==> config.mk <==
export PLATFORM = sky130hd
export DESIGN_NAME = pb_debounce
export DESIGN_NICKNAME = d
export VERILOG_FILES = /design/src/rtl/pb_debounce.sv
export SDC_FILE = /design/constraint.sdc
export NUM_CORES = 1
export LEC_CHECK = 0
export BUFFER_PORTS_ARGS = -buffer_cell sky130_fd_sc_hd__buf_2
export CAP_MARGIN = 10
export CORE_ASPECT_RATIO = 1.5
export CORE_MARGIN = 5
export CORE_UTILIZATION = 62
export CTS_CLUSTER_SIZE = 25
export DETAILED_ROUTE_END_ITERATION = 7
export PLACE_DENSITY = 0.79
export SETUP_SLACK_MARGIN = 0.1
export SLEW_MARGIN = 40
export SYNTH_ARGS = -nofsm -noshare
export SYNTH_HDL_FRONTEND = slang
export SYNTH_SLANG_ARGS = --single-unit
export TNS_END_PERCENT = 1
==> constraint.sdc <==
create_clock -name clk -period 2.9 [get_ports clk]
set_clock_uncertainty 0.1 [all_clocks]
set_input_delay 0.145 -clock clk [delete_from_list [all_inputs] [get_ports clk]]
set_output_delay 0.145 -clock clk [all_outputs]
set_load 0.05 [all_outputs]
==> src/rtl/pb_debounce.sv <==
// pb_debounce: synchronizes and debounces an active-low push-button into a level
// plus registered press / release / long-press pulses.
module pb_debounce #(
  parameter int DB_W     = 17,
  parameter int DB_CNT   = 100000,
  parameter int LONG_W   = 26,
  parameter int LONG_CNT = 50000000
) (
  input  logic clk,
  input  logic rst_n,
  input  logic PB,
  output logic pressed,
  output logic press,
  output logic released,
  output logic long_press
);
  typedef enum logic [1:0] {IDLE, PRESS_DB, HELD, REL_DB} state_t;
  localparam logic [DB_W-1:0]   DB_LAST   = DB_W'(DB_CNT - 1);
  localparam logic [LONG_W-1:0] LONG_MAX  = LONG_W'(LONG_CNT);
  localparam logic [LONG_W-1:0] LONG_LAST = LONG_W'(LONG_CNT - 1);
  state_t            state_q, state_d;
  logic              ff1_q, ff2_q;
  logic [DB_W-1:0]   db_cnt_q, db_cnt_d;
  logic [LONG_W-1:0] hold_cnt_q, hold_cnt_d;
  // Pending events {press, release, long}; staged one cycle before the output pulses.
  logic [2:0]        evt_q, evt_d;
  logic              pressed_q, pressed_d;
  logic              press_q, released_q, long_press_q;
  always_comb begin
    state_d    = state_q;
    db_cnt_d   = db_cnt_q;
    hold_cnt_d = hold_cnt_q;
    evt_d      = 3'b000;
    case (state_q)
      IDLE: begin
        db_cnt_d = ff2_q ? '0 : DB_W'(1);
        state_d  = ff2_q ? IDLE : PRESS_DB;
      end
      PRESS_DB:
        if (ff2_q) begin
          state_d  = IDLE;
          db_cnt_d = '0;
        end else if (db_cnt_q == DB_LAST) begin
          state_d    = HELD;
          db_cnt_d   = '0;
          hold_cnt_d = '0;
          evt_d[2]   = 1'b1;
        end else db_cnt_d = db_cnt_q + DB_W'(1);
      HELD:
        if (ff2_q) begin
          state_d  = REL_DB;
          db_cnt_d = DB_W'(1);
        end else if (hold_cnt_q != LONG_MAX) begin
          hold_cnt_d = hold_cnt_q + LONG_W'(1);
          evt_d[0]   = hold_cnt_q == LONG_LAST;
        end
      REL_DB:
        if (!ff2_q) begin
          state_d  = HELD;
          db_cnt_d = '0;
        end else if (db_cnt_q == DB_LAST) begin
          state_d  = IDLE;
          db_cnt_d = '0;
          evt_d[1] = 1'b1;
        end else db_cnt_d = db_cnt_q + DB_W'(1);
      default: state_d = IDLE;
    endcase
    pressed_d = evt_q[2] | (pressed_q & ~evt_q[1]);
  end
  always_ff @(posedge clk or negedge rst_n)
    if (!rst_n) begin
      ff1_q        <= 1'b1;
      ff2_q        <= 1'b1;
      state_q      <= IDLE;
      db_cnt_q     <= '0;
      hold_cnt_q   <= '0;
      evt_q        <= 3'b000;
      pressed_q    <= 1'b0;
      press_q      <= 1'b0;
      released_q   <= 1'b0;
      long_press_q <= 1'b0;
    end else begin
      ff1_q        <= PB;
      ff2_q        <= ff1_q;
      state_q      <= state_d;
      db_cnt_q     <= db_cnt_d;
      hold_cnt_q   <= hold_cnt_d;
      evt_q        <= evt_d;
      pressed_q    <= pressed_d;
      press_q      <= evt_q[2];
      released_q   <= evt_q[1];
      long_press_q <= evt_q[0];
    end
  assign pressed    = pressed_q;
  assign press      = press_q;
  assign released   = released_q;
  assign long_press = long_press_q;
endmodule
==> results.md, run 1 <==
Run status:
- The run finished with clean final reports.

Clock tree:
- The deepest clock path buffer count is 2.
- The count of instances resized after the clock tree is built is 0.
- The tree is rooted in a clkbuf_8.
- The clock tree synthesis step divided the H-tree into 2 levels.
- The count of clock tree sinks is 54.
- TritonCTS built the clock tree.
- The clock transition at the registers of the reported paths is 0.09 ns.
- The number of clock buffers added by TritonCTS is 5.
- For the worst-skew pair, the clock arrives at the later sink with an insertion delay of 0.31 ns.

Drt:
- The routed layout has 2214 vias.
- In this run, the number of DRC markers left after iteration 0 of detailed routing was 241.
- After detailed routing, the number of remaining DRC violations is 0.
- The wire length per cell after detailed routing is 16.18 microns.
- In this run the remaining antenna-violating nets after routing total 0.
- After detailed routing, the total wire length is 5777 microns.
- For this run, the detailed router's first-pass iteration total came to 4.
- After detailed routing, the number of vias per cell comes to 6.202.

Critical path:
- The maximum single-stage delay on the critical path is 0.52 ns.
- Among cell families on the critical path, the largest total delay comes from simple AND/OR/NAND/NOR gates.
- The buffers plus inverters on the worst setup path is 1.
- The most critical setup path has its startpoint at db_cnt_q[0].
- The number of cell instances on the worst register-to-register path is 8.
- The endpoint identified for the worst register-to-register timing path is hold_cnt_q[6].
- The worst setup path is captured at a flop.
- Across all register-to-register paths, the minimum setup slack is 0.33 ns.
- STA classifies the critical path startpoint as a flop.
- Of all nets on the critical path, the largest fanout is 29.
- The launch instance of the worst register-to-register path is db_cnt_q[0].
- The arrival time reported for the critical path endpoint is 2.66 ns.
- For the worst setup path, the data required time is 2.99 ns.
- The critical path goes through ha_1 > nand3_1 > or4_4 > nor4_4 > buf_4 > o211ai_1 > xor2_1 > nor2_1.
- By startpoint and endpoint, the worst setup path is classified as flop to flop.
- The critical-path cell with the highest stage delay is or4_4.

STA:
- The headroom to the max-slew limit is 0.5324.
- For the final routed database, the setup TNS stands at 0 ns.
- For this run, the top clock speed supported by timing is 0.3893 GHz.
- The actual transition at the worst max-transition pin is 0.7014 ns.
- The number of pins with negative max-slew slack in the final report was 0.
- The minimum period implied by the final worst setup slack is 2.569 ns.
- Setup violations remaining at the end of the flow were counted as 0.
- Setup repair after global routing left no endpoint under its margin.
- The count of final hold-check violations is 0.
- Of the available clock period, the critical path in the final layout requires 0.8857.

Synth:
- The share of the synthesized area in the top cell type is 0.4571.
- The largest area contributor in the netlist is dfrtp_1.
- The commonest cells after synthesis are dfrtp_1, nor2_1, o21ai_0.
- In the synthesized netlist the dominant register cell turns out to be dfrtp_1.
- The fraction of registers with async set/reset is 1.000.
- The register bit count reported by yosys is 54.
- The post-synth net total is 303.
- In the post-synthesis netlist, the biggest area contributors are dfrtp_1, xor2_1, o21ai_0, nor2_1, nand2_1.
- A synthesized cell averages 9.584 sq um.
- The Yosys step of the flow raised 0 warnings.
- The netlist area before placement is 2846 sq um.
- The count of distinct cell types in the synthesized netlist is 49.
- The share of the Yosys chip area taken by registers is 0.4756.
- The post-synthesis instance total is 297.
- The most repeated cell in the gate-level netlist after synthesis is dfrtp_1.
- The count of flip-flops with a built-in enable after synthesis is 0.

Floorplan:
- The die is 92.99 microns tall.
- The die covers 6074 sq um.
- The die width is 65.33 microns.
- The core region is 4504 sq um.
- In this run the core area contains 30 standard-cell rows.
- The initial core utilization is 0.6319.
- During I/O placement, the number of pins put on the boundary was 7.

Final layout:
- The layout net count is 315.
- Of the cells placed in the final design, the portion with a size suffix greater than 1 is 0.1068.
- The number of fillers in the final layout is 359.
- The repair_antennas step left the layout with diodes totalling 0.
- The count of cells in the finished layout, fillers not included, comes to 357.
- The growth of design area from synthesis to finish is 8.527%.

Global routing:
- The first global-routing pass estimated 10250 microns of wire.
- The via count of the first global-routing pass is 2251.
- Entering global routing, the biggest net connects 33 pins.
- Across every metal layer, demand over resource in global routing totals 0.2149.
- Summed over all layers, the global routing overflow is 0.
- The number of antenna violations at the first check in global routing was 0.

Power and ir drop:
- For this design the ratio of total power to cell area is 426.3 nW/um^2.
- The peak ir drop on the vdd network is 448.2 uV.
- The sum of internal, switching and leakage power is 0.001317 W.
- Summed over all cells, the static leakage comes to 1.376 nW.

Hold path:
- For hold timing, the worst endpoint is ff2_q.
- The number of cells traversed by the worst hold path is 0.
- The startpoint identified for the worst hold timing path is ff1_q.
- The tightest min-delay check is of the flop to flop type.

Run:
- The count of max-cap constraint violations is 0.

Placed design:
- Once detailed placement completed, the half-perimeter wirelength came to 3995 microns.
- At the end of routability-driven placement, the weighted congestion stood at 0.8572.
- The number of buffers added on ports is 6.
- The number of placed instances, taps included, is 348.
## worst max path at each step
stage	cells after the start	to
floorplan	7	hold_cnt_q[22]
global placement	8	hold_cnt_q[4]
detailed placement	8	hold_cnt_q[3]
CTS	8	hold_cnt_q[6]
global route	8	hold_cnt_q[3]
finish	8	hold_cnt_q[6]
## sequential cells by signal, summed over array words and instances (netlist names), named ones only
| signal | count |
|---|---|
| hold_cnt_q | 26 |
| db_cnt_q | 17 |
| evt_q | 3 |
| ff1_q | 1 |
| ff2_q | 1 |
| long_press | 1 |
| press | 1 |
| pressed | 1 |
| released | 1 |
| state_q | 1 |
## report_power, final
part / total [W] / switching (W) / internal, W
Clock: 0.000513 / 0.000237 / 0.000276
Combinational: 0.0000401 / 0.0000270 / 0.0000132
Sequential: 0.000764 / 0.00000617 / 0.000757
Total: 0.00132 / 0.000270 / 0.00105
## layout by cell type, fill, tap and decap left out, types with 2 or more instances in the layout
master / instances
o211ai_1: 4
nor2_1: 39
dfstp_2: 2
o41ai_1: 2
and2_1: 5
ha_1: 3
nor2b_1: 4
nor4bb_1: 3
dfrtp_1: 52
xnor2_1: 5
a21oi_1: 2
o2111ai_1: 5
clkbuf_8: 6
buf_2: 6
o21ai_0: 32
dlygate4sd3_1: 2
nand4_1: 8
nand2_1: 22
nor3_1: 8
buf_4: 10
o31ai_1: 4
nor4_1: 6
inv_1: 5
or4_4: 2
and4_1: 3
xor2_1: 22
nand2b_1: 2
and3_1: 10
a22o_1: 2
nand3_1: 10
## layout make-up
| type | count | area [sq um] | area share |
|---|---|---|---|
| tap | 48 | 60.06 | 0.01944 |
| clock buffer | 6 | 82.58 | 0.02673 |
| sequential | 54 | 1354 | 0.4382 |
| inverter | 5 | 18.77 | 0.006075 |
| multi-input combinational | 225 | 1419 | 0.4593 |
| timing repair buffer | 18 | 125.1 | 0.04050 |
| clock inverter | 1 | 30.03 | 0.009721 |
## stage by stage
step / setup WS [ns] / utilization / area [sq um] / hold slack [ns]
floorplan: 0.6168 / - / 2846 / -0.2506
global placement: 0.4885 / 0.6564 / 2957 / 0.1291
detailed placement: 0.3488 / 0.6564 / 2957 / 0.1288
CTS: 0.3053 / 0.6858 / 3089 / 0.2601
global route: 0.1178 / 0.6858 / 3089 / 0.2637
finish: 0.3313 / 0.6858 / 3089 / 0.2592
## routing by layer
metal | routed length, microns | up-vias | GRT usage
met3 | 145 | 12 | 0.03245
met1 | 2435 | 1066 | 0.2510
met4 | 161 | 0 | 0.1194
li1 | - | 1093 | -
met5 | 0 | - | 0
met2 | 3034 | 43 | 0.3702
## repair_timing
| item | in CTS | in global routing |
|---|---|---|
| setup endpoints to repair | 0 | 0 |
| hold buffers | 2 | 0 |
| hold endpoints to repair | 29 | 0 |
| buffers inserted | 0 | 0 |
## cell families after synthesis
| family | after synthesis | share of synthesized area |
|---|---|---|
| XOR/XNOR | 27 | 0.08307 |
| buffers and inverters | 18 | 0.02593 |
| AO/OA/AOI/OAI | 60 | 0.1363 |
| flip-flops | 54 | 0.4756 |
| adder cells (fa/ha/maj) | 3 | 0.01319 |
| AND/OR/NAND/NOR | 133 | 0.2580 |
| multiplexers | 2 | 0.007912 |
Note: power is estimated with default switching activity, not from simulation.
==> run 2, diff against run 1 <==
Settings changed: CELL_PAD_IN_SITES_DETAIL_PLACEMENT from default to 1, CELL_PAD_IN_SITES_GLOBAL_PLACEMENT from default to 2, CORE_UTILIZATION 62 to 40, PLACE_DENSITY 0.79 to default, PLACE_DENSITY_LB_ADDON from default to 0.1.
==> run 2 against run 1 <==
Effect of this change: highest routed layer unchanged; largest cell class unchanged; sequential share of layout area fell by 0.26 points; combinational power fell by 1%; register-to-register slack barely moved; clock power rose by 3%; final area rose by 0.61%; fmax barely moved; die area rose by 47%; non-clock buffer count fell by 3; total power rose by 1.3%; wire length rose by 19%; critical path depth did not move; sequential cell count did not move.
==> results.md, run 2 (synthesis gave the netlist of run 1 again) <==
Floorplan:
- For this configuration, the core starts out at a cell density of 0.4127.
- 7 I/O pins were placed.
- The die is 113.3 microns tall.
- The area of the core is 6898 sq um.
- The die width is 78.88 microns.
- The floorplan die area is 8938 sq um.
- The floorplan row count is 37.

Global routing:
- The first global-routing pass estimated 11700 microns of wire.
- The pin count of the biggest net entering global routing is 34.
- The met3 track demand over resource is 0.02946.
- The met1 track utilization from global routing is 0.1958.
- The residual overflow from global routing is 0.
- The most used routing layer is met2.
- The via count of the first global-routing pass is 2301.
- In the global route stage, overall resource usage came out at 0.1675.
- In the global route stage, met2 resource usage came out at 0.2938.
- The number of antenna violations at the first check in global routing came to 0.

STA:
- The count of final hold-check violations came to 0.
- For the pin with the worst max-slew slack, the measured transition is 0.5570 ns.
- Of the available clock period, the critical path in the final layout requires 0.8853.
- The number of pins with negative max-slew slack in the final report is 0.
- Headroom to the max-slew limit came out at 0.6286.
- The worst hold-check slack is 0.2403 ns.
- The count of final setup violators is 0.
- The worst setup margin is 0.3328 ns.
- The minimum period implied by the final worst setup slack is 2.567 ns.
- Setup repair after global routing left no endpoint under its margin.
- The upper clock frequency limit is 0.3895 GHz.
- The accumulated negative setup slack is 0 ns.

Placed design:
- The number of buffers added on ports is 6.
- After legalization and detailed placement, the total HPWL measured 4981 microns.
- The pre-CTS setup slack is 0.3280 ns.
- At the end of routability-driven placement, the weighted congestion stood at 0.8055.

Critical path:
- For the worst setup path, the data required time is 2.99 ns.
- The critical path is of the flop to flop type.
- The worst setup path is captured at a flop.
- The maximum net fanout on the critical path is 29.
- Data on the critical path arrives at its endpoint at 2.65 ns.
- STA classifies the critical path startpoint as a flop.

Drt:
- The via count of the routed design is 2234.
- The per-cell via count in the routed design is 5.803.
- The first detailed-routing pass took 4 iterations.
- Once detail routing completed, the nets flagged for antenna violations numbered 0.
- The remaining routing DRC violations is 0.
- The final wirelength is 6849 microns.
- In the final routed layout, each cell accounts on average for 17.79 microns.
- In this run, the number of DRC markers left after iteration 0 of detailed routing was 76.

Clock tree:
- The TritonCTS clock tree is done.
- The number of gates resized after CTS was 0.
- The clock passes through at most 2 buffers.
- The number of buffers added by the clock tree synthesis step is 5.
- The latest clock arrival within the worst-skew pair is 0.31 ns.
- CTS placed an instance of clkbuf_8 at the clock tree root.
- The deepest level of the CTS H-tree is 2.
- After clock tree synthesis, the clock-pin slew on the worst setup and hold paths is 0.10 ns.
- The tree built by TritonCTS fans out to 54 sinks.

Final layout:
- The library cell used most frequently in the layout, excluding fill and tap cells, is dfrtp_1.
- In the final layout, the registers with the most flip-flops are hold_cnt_q x26, db_cnt_q x17, evt_q x3.
- 0 antenna diodes ended up in the layout.
- The register with the most flip-flops in the layout has 26 of them.
- Ranked by flip-flop count, first place goes to hold_cnt_q.
- Measured on the finished design, the core utilization comes to 0.4506.
- The proportion of layout cells with a drive suffix above 1 is 0.09772.
- The growth of design area from synthesis to finish is 9.187%.
- The library cells used most frequently in the layout, excluding fill and tap cells, are dfrtp_1, nor2_1, o21ai_0.
- After the last flow step, the layout net total stands at 312.

Run:
- The count of max-cap constraint violations is 0.

Run status:
- The run finished with clean final reports.

Hold path:
- The type of the tightest min-delay check is input port to async pin.

Power and ir drop:
- The power density over the cells is 429.1 nW/um^2.
- The peak ir drop on the vdd network is 228.6 uV.
- The leakage power summed over all cells is 1.363 nW.
## run 2: cell types whose count changed in the layout (fill, tap and decap cells not counted)
cell      previous run  this run
clkbuf_1             0         1
buf_4               10         7
## run 2: power by group
group | switching [W] | total (W) | internal, W
registers | 0.00000640 | 0.000764 | 0.000758
clock network | 0.000248 | 0.000530 | 0.000282
logic | 0.0000282 | 0.0000396 | 0.0000113
total | 0.000283 | 0.00133 | 0.00105
## run 2: per-stage QoR
step	instance area (sq um)	total power (W)	instances
final	3108	0.001334	385
after global routing	3108	0.001406	385
after CTS	3108	0.001366	385
after detailed placement	2972	0.0008180	375
after global placement	2972	0.0008174	375
after floorplan	2846	0.0007929	297
## run 2: final cells by class
cell class	count	area, sq um
inverter	5	18.77
tap	78	97.59
sequential	54	1354
timing repair buffer	15	102.6
clock inverter	1	30.03
multi-input combinational	225	1419
fill	797	3790
clock buffer	7	86.33
## run 2: repair_timing
action,in CTS,in global routing
setup buffers,0,0
hold buffers,2,0
endpoints found under the hold margin,20,0
## run 2: final timing paths
path	slack, ns	cells after the start	end	from
worst min register to register	0.26	0	ff2_q	ff1_q
max in group asynchronous	1.61	3	hold_cnt_q[7]	rst_n
min in group clk	0.26	0	ff2_q	ff1_q
worst min-delay path	0.24	2	hold_cnt_q[18]	rst_n
worst max register to register	0.33	8	hold_cnt_q[4]	db_cnt_q[0]
worst max-delay path	0.33	8	hold_cnt_q[4]	db_cnt_q[0]
## run 2: critical path, stage by stage (launching register included)
cell,delay [ns]
dfrtp_1,0.41
ha_1,0.22
nand3_1,0.19
or4_4,0.52
nor4_4,0.26
buf_4,0.34
o2111ai_1,0.17
xor2_1,0.17
nor2_1,0.05
## run 2: per-layer routing
layer  routed length, microns  up-vias
met3                       98       12
li1                         -     1089
met1                     2932     1119
met4                      208        0
met2                     3610       14
met5                        0        -
==> run 3, diff against run 2 <==
Clock period 2.9 ns to 2.5 ns, I/O delays scaled along.
==> run 3 against run 2 <==
Effect of this change: die area stayed put; global-route usage up 1.2 points; hold slack improved by 0.0078 ns; count of clock-buffer cells in the layout stayed put; via count is 3.9% higher; core utilization up 2.1 points; sequential power up 16%; fmax is 9.1% higher; cell count grew 4.7%; sequential share of layout area shrank 1.9 points; critical path depth decreased by 1; first-iteration DRC count up 13%; largest cell class unchanged.
==> results.md, run 3 (synthesis gave the netlist of run 1 again) <==
Drt:
- The remaining routing DRC violations is 0.
- The final wirelength is 7377 microns.
- The detailed router finished its first iteration with 86 violations.
- Wire segments on met3 add up to 98 microns in the final route.
- The met1 wire length is 2997 microns.
- Signal routing reaches up to met4.
- In the detailed route, the total length drawn on met2 is 4106 microns.
- Using the TritonRoute via totals, the vias-per-cell ratio works out to 5.759.
- The first TritonRoute pass finished after 4 iterations.
- Summing over every cut layer, the via total after detailed routing is 2321.
- After detailed routing, the average wire length per cell comes to 18.31 microns.
- The count of nets left with antenna violations once routing finished came out at 0.

Clock tree:
- The clock tree synthesis step divided the H-tree into 2 levels.
- Clock-pin slew was measured on the worst setup and hold paths at 0.10 ns.
- Buffers inserted during clock tree synthesis total 5.
- After clock tree synthesis, the setup repair step added 0 buffers.
- TritonCTS built the clock tree.
- The latest clock arrival within the worst-skew pair is 0.31 ns.
- The root buffer cell chosen for the clock tree is clkbuf_8.
- The count of clock tree sinks is 54.
- Counting along the longest clock path gives a buffer depth of 2.

Critical path:
- The most critical setup path has its startpoint at db_cnt_q[1].
- The register-to-register setup slack is 0.15 ns.
- For the worst setup path, the data required time is 2.59 ns.
- The worst register-to-register path ends at hold_cnt_q[22].
- The critical path is of the flop to flop type.
- Counting buffers and inverters, the worst setup path is 7 cells deep.
- The startpoint identified for the worst register-to-register timing path is db_cnt_q[1].
- The critical path endpoint is hold_cnt_q[22].
- Walking the worst path, the cells encountered are ha_4 > nand3_2 > or4_4 > nor4_4 > o211a_1 > nand3b_1 > mux2_1.
- The buffers plus inverters on the worst setup path is 0.
- The critical-path cell with the highest stage delay is or4_4.
- For this run, the slowest stage of the critical path takes 0.48 ns.
- The number of cell instances on the worst register-to-register path is 7.
- Along the worst path, the maximum fanout reaches 5.
- The kind of cell adding the most delay to the critical path is simple AND/OR/NAND/NOR gates.
- The nature of the critical path endpoint is a flop.
- The worst setup path is launched from a flop.
- At the worst endpoint, the arrival time is 2.45 ns.

STA:
- The number of pins with negative max-slew slack in the final report was 0.
- In this run the tightest slew margin relative to its limit is 0.6002.
- The count of final setup violators is 0.
- The smallest clock period supported by the final layout is computed as 2.352 ns.
- In the final timing run, aggregate negative setup slack is 0 ns.
- The count of final hold-check violations came to 0.
- Setup repair after global routing could not meet its margin everywhere.
- The upper clock frequency limit is 0.4251 GHz.
- The actual transition at the worst max-transition pin is 0.5997 ns.
- The share of the clock period used by the worst path after layout is 0.9410.

Power and ir drop:
- VDD sags by at most 297.1 uV.
- The power density over the cells is 448.2 nW/um^2.
- Summed over all cells, the static leakage comes to 1.449 nW.

Final layout:
- The layout net count is 330.
- Ranked by flip-flop count, first place goes to hold_cnt_q.
- Of the cells placed in the final design, the portion with a size suffix greater than 1 is 0.1569.
- Relative to the synthesized area, the layout overhead comes to 14.29%.
- With fillers left out, the area of the finished cells amounts to 3253 sq um.
- The library cell used most frequently in the layout, excluding fill and tap cells, is dfrtp_1.
- The number of flip-flops in the largest register is 26.
- In the layout the commonest cells are dfrtp_1, nor2_1, o21ai_0.
- 0 antenna diodes ended up in the layout.
- The largest registers in the layout are hold_cnt_q x26, db_cnt_q x17, evt_q x3.

Floorplan:
- The initial core utilization is 0.4127.
- The floorplan die area is 8938 sq um.
- In this run the standard cell core region covers 6898 sq um.
- The floorplan row count is 37.
- Pin placement for this block handled 7 I/O pins.
- The die width is 78.88 microns.
- The vertical extent of the die is 113.3 microns.

Placed design:
- At the end of routability-driven placement, the weighted congestion stood at 0.7731.
- Port buffering added 6 buffers.
- After detailed placement, the total cell area comes to 3119 sq um.
- The sum of net half-perimeters after detailed placement is 5514 microns.

Run status:
- The flow ran to the end, and the final reports show no timing, DRC or antenna violations.

Global routing:
- The global-route wire length before repair is 12620 microns.
- The number of antenna violations at the first check in global routing is 0.
- The residual overflow from global routing is 0.
- The global-route total usage across every layer is 0.1795.
- Entering global routing, the biggest net connects 27 pins.
- The via count of the first global-routing pass is 2518.

Hold path:
- In this run the worst hold path is classified as input port to async pin.

Run:
- The count of max-cap constraint violations is 0.
[run 3: worst min path at each step]
stage                     startpoint  slack (ns)        endpoint
after CTS                      rst_n        0.26     db_cnt_q[4]
final                          rst_n        0.25     db_cnt_q[4]
after global routing           ff1_q        0.27           ff2_q
after floorplan                rst_n       -0.27       async pin
after global placement         rst_n        0.07  hold_cnt_q[24]
after detailed placement       rst_n        0.07  hold_cnt_q[24]
[run 3: final cells by class]
class                           count  area (sq um)
Multi-Input combinational cell    225          1436
Timing Repair Buffer               33         254.0
Clock inverter                      1         5.005
Sequential cell                    54          1355
Clock buffer                        7         86.33
Tap cell                           78         97.59
Fill cell                         817          3645
Inverter                            5         18.77
[run 3: through the flow]
stage               setup slack (ns)   power, W    util  cells  hold slack (ns)
floorplan                     0.2168  0.0009197       -    297          -0.2706
global placement              0.1813  0.0009513  0.4522    393          0.06636
detailed placement           0.09883  0.0009523  0.4522    393          0.06714
CTS                          0.07763   0.001479  0.4683    403           0.2587
global route                 0.04104   0.001530  0.4716    403           0.2742
finish                        0.1475   0.001458  0.4716    403           0.2482
[run 3: what timing repair did]
action	in CTS	in global routing
endpoints found under the hold margin	23	0
endpoints found under the setup margin	5	27
pin swaps	0	2
gates resized for setup	0	5
hold buffers	2	0
gates cloned	0	0
[run 3: worst register-to-register path, cell delays in order, from the launching register on]
cell,delay (ns)
dfrtp_1,0.43
ha_4,0.17
nand3_2,0.08
or4_4,0.48
nor4_4,0.27
o211a_1,0.27
nand3b_1,0.11
mux2_1,0.32
[run 3: power by group]
| group | leakage [nW] | total [W] | internal [W] | switching, W |
|---|---|---|---|---|
| registers | 0.742 | 0.000888 | 0.000879 | 0.00000851 |
| clock network | 0.0482 | 0.000521 | 0.000225 | 0.000296 |
| logic | 0.659 | 0.0000500 | 0.0000171 | 0.0000330 |
[run 3: per-layer routing]
layer | global-route usage | vias to the layer above
li1 | - | 1119
met1 | 0.1991 | 1163
met2 | 0.3426 | 26
met3 | 0.02627 | 13
met4 | 0.06078 | 0
met5 | 0 | -
